$ cat config.mk
export PLATFORM = sky130hd
export DESIGN_NAME = alu_seq_acc
export DESIGN_NICKNAME = d
export VERILOG_FILES = /design/src/rtl/alu_seq_acc.sv
export SDC_FILE = /design/constraint.sdc
export NUM_CORES = 1
export LEC_CHECK = 0
export CAP_MARGIN = 20
export CORE_UTILIZATION = 36
export DETAILED_ROUTE_END_ITERATION = 7
export SETUP_SLACK_MARGIN = 0.15
export SKIP_CTS_REPAIR_TIMING = 1
export SLEW_MARGIN = 20
export SYNTH_ARGS = -nofsm -noshare
export SYNTH_HDL_FRONTEND = slang
export SYNTH_SLANG_ARGS = --single-unit
export TNS_END_PERCENT = 20
$ cat constraint.sdc
create_clock -name clk -period 4.6 [get_ports clk]
set_input_delay 1.15 -clock clk [delete_from_list [all_inputs] [get_ports clk]]
set_output_delay 1.15 -clock clk [all_outputs]
set_load 0.1 [all_outputs]
$ cat src/rtl/alu_seq_acc.sv
// ---------------------------------------------------------------------------
// alu_seq_acc
//   Sequential ALU with an accumulator-style result register. Operands A and
//   B combine under a 3-bit opcode into a registered 2W-bit result. Most ops
//   complete in one cycle. MUL is a multi-cycle shift-add that takes W steps.
//   The low half of the result can replace the external B operand, so
//   operations can be chained without re-entering operands.
//
// Ports
//   clk      in   1    rising-edge clock for all state
//   resetn   in   1    synchronous active-low reset
//   a        in   W    operand A
//   b        in   W    external operand B
//   use_acc  in   1    1: B comes from result[W-1:0], 0: B comes from b
//   op       in   3    opcode, sampled together with start
//   start    in   1    request, accepted only while idle
//   busy     out  1    high while a multiply is in progress
//   done     out  1    one-cycle pulse after result has been updated
//   result   out  2W   registered ALU result
// ---------------------------------------------------------------------------
module alu_seq_acc #(
  parameter int W     = 4,
  parameter int CNT_W = 3
) (
  input  logic           clk,
  input  logic           resetn,
  input  logic [W-1:0]   a,
  input  logic [W-1:0]   b,
  input  logic           use_acc,
  input  logic [2:0]     op,
  input  logic           start,
  output logic           busy,
  output logic           done,
  output logic [2*W-1:0] result
);

  localparam int RW = 2 * W;

  localparam logic [2:0] OP_ADD  = 3'b000;
  localparam logic [2:0] OP_SUB  = 3'b001;
  localparam logic [2:0] OP_LOG  = 3'b010;
  localparam logic [2:0] OP_ROR  = 3'b011;
  localparam logic [2:0] OP_RAND = 3'b100;
  localparam logic [2:0] OP_SWAP = 3'b101;
  localparam logic [2:0] OP_MUL  = 3'b110;

  // The final multiply step is the one where the counter reaches W-1.
  localparam logic [CNT_W-1:0] LAST_STEP = CNT_W'(W - 1);

  typedef enum logic [0:0] {
    IDLE = 1'b0,
    MUL  = 1'b1
  } state_t;

  state_t          state;
  state_t          state_next;

  logic [W-1:0]    b_sel;
  logic [RW-1:0]   alu_val;
  logic            accept;
  logic            last_step;

  // The multiplicand shifts left and the multiplier shifts right once per
  // step, so each step only needs the multiplier LSB and no variable shifter.
  logic [RW-1:0]   mul_a;
  logic [W-1:0]    mul_b;
  logic [RW-1:0]   prod;
  logic [RW-1:0]   prod_next;
  logic [CNT_W-1:0] count;

  // Operand B selection and single-cycle ALU functions. The accumulator path
  // reads result as it stands before the accepting edge.
  always_comb begin
    b_sel   = use_acc ? result[W-1:0] : b;
    alu_val = result;
    case (op)
      OP_ADD:  alu_val = RW'({1'b0, a} + {1'b0, b_sel});
      OP_SUB:  alu_val = RW'(a) - RW'(b_sel);
      OP_LOG:  alu_val = {a | b_sel, a ^ b_sel};
      OP_ROR:  alu_val = RW'(|{a, b_sel});
      OP_RAND: alu_val = RW'(&{a, b_sel});
      OP_SWAP: alu_val = {b_sel, a};
      default: alu_val = result;
    endcase
  end

  // One shift-add step of the multiplier.
  always_comb begin
    prod_next = prod + (mul_b[0] ? mul_a : '0);
    last_step = (count == LAST_STEP);
  end

  // Next-state logic. A start is only ever accepted from IDLE, which is what
  // makes start-while-busy harmless.
  always_comb begin
    state_next = state;
    accept     = 1'b0;
    busy       = 1'b0;
    case (state)
      IDLE: begin
        accept = start;
        if (start && (op == OP_MUL)) begin
          state_next = MUL;
        end
      end
      MUL: begin
        busy = 1'b1;
        if (last_step) begin
          state_next = IDLE;
        end
      end
      default: state_next = IDLE;
    endcase
  end

  // State register.
  always_ff @(posedge clk) begin
    if (!resetn) begin
      state <= IDLE;
    end else begin
      state <= state_next;
    end
  end

  // Datapath. done defaults low every cycle so it can only ever be a single
  // pulse per completed request; reset clears the multiplier so an aborted
  // multiply can never write result later.
  always_ff @(posedge clk) begin
    if (!resetn) begin
      result <= '0;
      done   <= 1'b0;
      mul_a  <= '0;
      mul_b  <= '0;
      prod   <= '0;
      count  <= '0;
    end else begin
      done <= 1'b0;
      if (state == IDLE) begin
        if (accept) begin
          if (op == OP_MUL) begin
            mul_a <= RW'(a);
            mul_b <= b_sel;
            prod  <= '0;
            count <= '0;
          end else begin
            result <= alu_val;
            done   <= 1'b1;
          end
        end
      end else begin
        prod  <= prod_next;
        mul_a <= mul_a << 1;
        mul_b <= mul_b >> 1;
        count <= count + 1'b1;
        if (last_step) begin
          result <= prod_next;
          done   <= 1'b1;
        end
      end
    end
  end

endmodule

After elaboration in Yosys (flattened, before gate mapping). Index checks and enable logic that the tools add are counted.

Reductions and logical operators: 11. Muxes and demuxes: 28. Bitwise logic cells: 4. Eq/ne operators: 9. $add $sub $neg: 4.

Operators by type and width (number): $mux 8 (11); $pmux 8 s6 (1); $mux 3 (6); $eq 3x2->1 const B (3); $eq 3x3->1 const B (3); $add 8x8->8 (1); $mux 1 (8); $reduce_and 8->1 (1); $reduce_or 8->1 (1); $reduce_bool 7->1 (1); $add 4x4->5 (1); $sub 4x4->5 (1); $mux 4 (1); $or 4x4->4 (1); $reduce_and 2->1 (2); $reduce_and 4->1 (1); $reduce_bool 2->1 (2); $xor 4x4->4 (1); $add 3x1->3 const B (1); $eq 3x1->1 const B (1); $logic_not 3->1 (1); $ne 2x1->1 const B (1); $ne 2x2->1 const B (1); $not 1->1 (2); other kinds (3) (3).

Flip-flop bits (word level): 33. Bits of input ports: 15. Output and inout bits: 10.

Longest topological paths before layout.
Word-level depth: 6. Mapped depth: 10. Mapped depth without buffers: 9.

Worst setup path before layout. OpenSTA, ideal clock, no wires.

Path type: input to register. Start: in use_acc. End: reg result[3]. Path slack: 1.644 ns. Path buffers: 2. Library setup time: 0.125 ns. Arrival time: 2.831 ns. Cell stages on the path: 9. Cell sequence: buf_6 mux2i_1 ha_1 buf_2 or3b_1 mux2i_1 o211a_1 a211o_1 a31oi_1.

Longest elaborated chain between the ends: 6.

Ends and longest elaborated chain: start, declared (RTL line 29) `input logic use_acc,`; $mux 4 (*) (RTL line 74) `b_sel = use_acc ? result[W-1:0] : b;`; $sub 4x4->5 (tied with other cells) (RTL line 78) `OP_SUB: alu_val = RW'(a) - RW'(b_sel);`; $pmux 8 s6 (*) (RTL line 76) `case (op)`; $mux 8 (*) (RTL line 140) `if (op == OP_MUL) begin`; $mux 8 (*) (RTL line 139) `if (accept) begin`; $mux 8 (*) (RTL line 138) `if (state == IDLE) begin`; end signal, assigned (RTL line 146) `result <= alu_val;`; end signal, assigned (RTL line 156) `result <= prod_next;`; end, declared (RTL line 34) `output logic [2*W-1:0] result`.

Mark *: on every way between the ends. The rest lies on a longest branch, timed or not. The select of a mux whose other input is x is not followed. A chain may end at the register's enable or synchronous reset.

Final worst setup path. Same ends and word-level chain as after synthesis.

==> reports/qor.yml <==
worst_pin_slew_ns: 0.968
synth_edf_count: 0
path_common_cell: "mux2i_1"
p_per_area_nw_per_um2: 261
path_clk_slew_ns: 0.07
ios: 25
crit_type: "in2reg"
slowest_stage: "clkdlybuf4s50_1"
drive_gt1_share_pct: 6.80
grt_max_degree: 31
coreArea_um2: 6420
dieArea_um2: 7080
synthMuxAreaShare_pct: 4.58
setup_violations: 0
wl_per_cell_um: 15.8
setup_tns_ns: 0
synthXorXnorAreaFrac_pct: 2.52
cts_tree: "yes"
max-slew-margin-rel_pct: 35.3
synth_fa_ha_area_share_pct: 13.3
post-place-ws_ns: 0.832
cts_max_level: 2
synth.distinct_cells: 55
synth_compound_area_share_pct: 23.4
synth_ff_type: "dfxtp_1"
ys_warn_count: 0
initial_core_util_pct: 37.8
grt_usage_pct: 18.3
startpoint_type: "primary input"
grt_pass1_vias: 2100
hold_path.class: "reg2reg"
n_fill_cell: 658
final_net_count: 347
antenna_left: 0
wl_um: 6090
antenna_found_initial: 0
cts_max_path_buffers: 2
fin_skew_ns: 0.00327
vias: 2136
fin_util_pct: 43.4
maxSlewViolCount: 0
drc: 6
hold_violations: 0
violations: "DRC"
irDropWorstVdd_uv: 143
final.period_utilization_pct: 76.1
numCtsBuffers: 5
dp_hpwl_um: 4330
path_delay_family: "buffers and inverters"
p_total_mw: 0.728
synth_area_um2: 2430
cts_root_buf: "clkbuf_8"
gp_congestion: 0.867
worst_slack_ns: 1.10
synth_top_family_by_area: "compound AO/OA/AOI/OAI gates"
cp.arrival_ns: 3.65
placed_cell_area_um2: 2700
status: "finished, violations left"
num_antenna_cells: 0
crit_path_end_kind: "register"
multiInputGateArea_um2: 1610
synthCells: 292
cp.required_ns: 4.75
rsz0062_at_grt: "no"
grt_first_pass_wirelength_um: 10300
async_flop_share_pct: 0
portBuffers: 24
drt_first_pass_iters: 6
syn_area_per_cell_um2: 8.32
drt-initial-drc-count: 142
min_period_ns: 3.50
die_height_um: 84.2
fp.dieW_um: 84.2
cts_sinks: 33
viasPerCell: 5.53
cp_num_buf_inv: 1
crit_fanout: 8
num_rows: 29
seqCellArea_um2: 661
fin_area_um2: 2790
p_leak_nw: 1.11
synthSimpleGateAreaFrac_pct: 22.6
grt.overflow.total: 0
max_freq_mhz: 286
area_growth_pct: 14.7
yosysSeqAreaShare_pct: 27.2
max_stage_delay_ns: 0.68
crit_chain: "clkdlybuf4s50_1 -> mux2i_1 -> ha_1 -> or3b_1 -> mux2i_1 -> o211a_1 -> a211o_1 -> a31oi_1"
drv_cap: 0
synth_fp_nets: 331
insertion_delay_ns: 0.28
ys_seq_elements: 33
==> sequential cells by signal, indices dropped and copies added, names as in the netlist <==
register / flops
mul_b: 4
mul_a: 8
done: 1
prod: 8
result: 8
state: 1
count: 3
==> path summary, 6_finish.rpt <==
check / endpoint / slack [ns] / cells after the start / start
setup reg to reg: result[3] / 2.40 / 7 / result[2]
hold reg to reg: prod[5] / 0.46 / 2 / prod[5]
setup / recovery: result[3] / 1.10 / 8 / use_acc
hold / removal: prod[5] / 0.46 / 2 / prod[5]
==> area by class of cell <==
cell class	instances	area share [%]
timing repair buffer	28	9.70
clock buffer	5	2.47
clock inverter	3	0.629
multi-input combinational	224	57.9
sequential	33	23.7
inverter	16	2.16
tap	77	3.46
==> worst reg2reg max path, stage by stage (launching register included) <==
cell     delay [ns]
dfxtp_1        0.34
mux2i_1        0.43
ha_1           0.42
or3b_1         0.41
mux2i_1        0.14
o211a_1        0.16
a211o_1        0.09
a31oi_1        0.07
==> stage by stage <==
| stage | instances | hold WS (ns) |
|---|---|---|
| floorplan | 292 | 0.439 |
| global placement | 378 | 0.447 |
| detailed placement | 378 | 0.457 |
| CTS | 386 | 0.469 |
| global route | 386 | 0.500 |
| finish | 386 | 0.464 |
==> logic make-up (layout without fill, tap and decap cells) <==
| family | after synthesis | count (layout) |
|---|---|---|
| adders and majority gates | 24 | 24 |
| DFF | 33 | 33 |
| buffers and inverters | 35 | 52 |
| AOI/OAI and AO/OA | 84 | 84 |
| xor gates and xnor gates | 7 | 7 |
| and+or+nand+nor | 100 | 100 |
| muxes | 9 | 9 |
==> per-layer routing <==
layer,track usage [%],wire (µm),vias to the layer above
li1,-,-,1074
met1,25.8,3100,1021
met2,29.3,2780,39
met3,2.75,163,2
met5,0,0,-
met4,4.70,45,0
==> layout by cell type, fill, tap and decap left out, drive strengths merged, types with 2 or more instances in the layout <==
cell and count:
a211o 2, a211oi 4, a21boi 7, a21oi 9, a222oi 3, a22o 2
a22oi 2, a31oi 7, a41oi 2, and2 16, buf 4, clkbuf 5
clkdlybuf4s50 24, clkinv 2, dfxtp 33, fa 3, ha 21, inv 16
mux2i 8, nand2 34, nand2b 3, nand3 9, nand3b 5, nand4b 3
nor2 11, nor2b 11, nor4b 2, o211a 4, o211ai 3, o21a 2
o21ai 27, o221ai 2, o22ai 3, or3b 2, xor2 6
==> synth_stat cells (all sizes together), types with 2 or more instances <==
cell	n	share of area (%)
a21oi	9	1.9
and2	16	4.1
o221ai	2	0.72
or3b	2	0.72
a22o	2	0.72
a211o	2	0.72
buf	13	3.0
nand2	34	5.3
nand2b	3	0.77
xor2	6	2.2
a31oi	7	1.8
nand4b	3	1.1
a22oi	2	0.62
nand3	9	1.9
o21a	2	0.62
o211a	4	1.6
fa	3	2.5
nor4b	2	1.3
nand3b	5	1.5
a222oi	3	1.2
dfxtp	33	27
inv	16	2.5
nor2b	11	2.8
clkbuf	6	0.93
o21ai	27	5.6
a211oi	4	1.2
a41oi	2	1.0
mux2i	8	4.0
a21boi	7	2.2
nor2	11	1.8
o22ai	3	0.77
ha	21	11
o211ai	3	0.93
==> power breakdown <==
group | switching [mW] | internal, mW | total (mW)
sequential | 0.00803 | 0.295 | 0.303
clock | 0.116 | 0.105 | 0.220
combinational | 0.132 | 0.0715 | 0.204
total | 0.256 | 0.471 | 0.728
No activity file was read; power rests on OpenSTA's default activity.
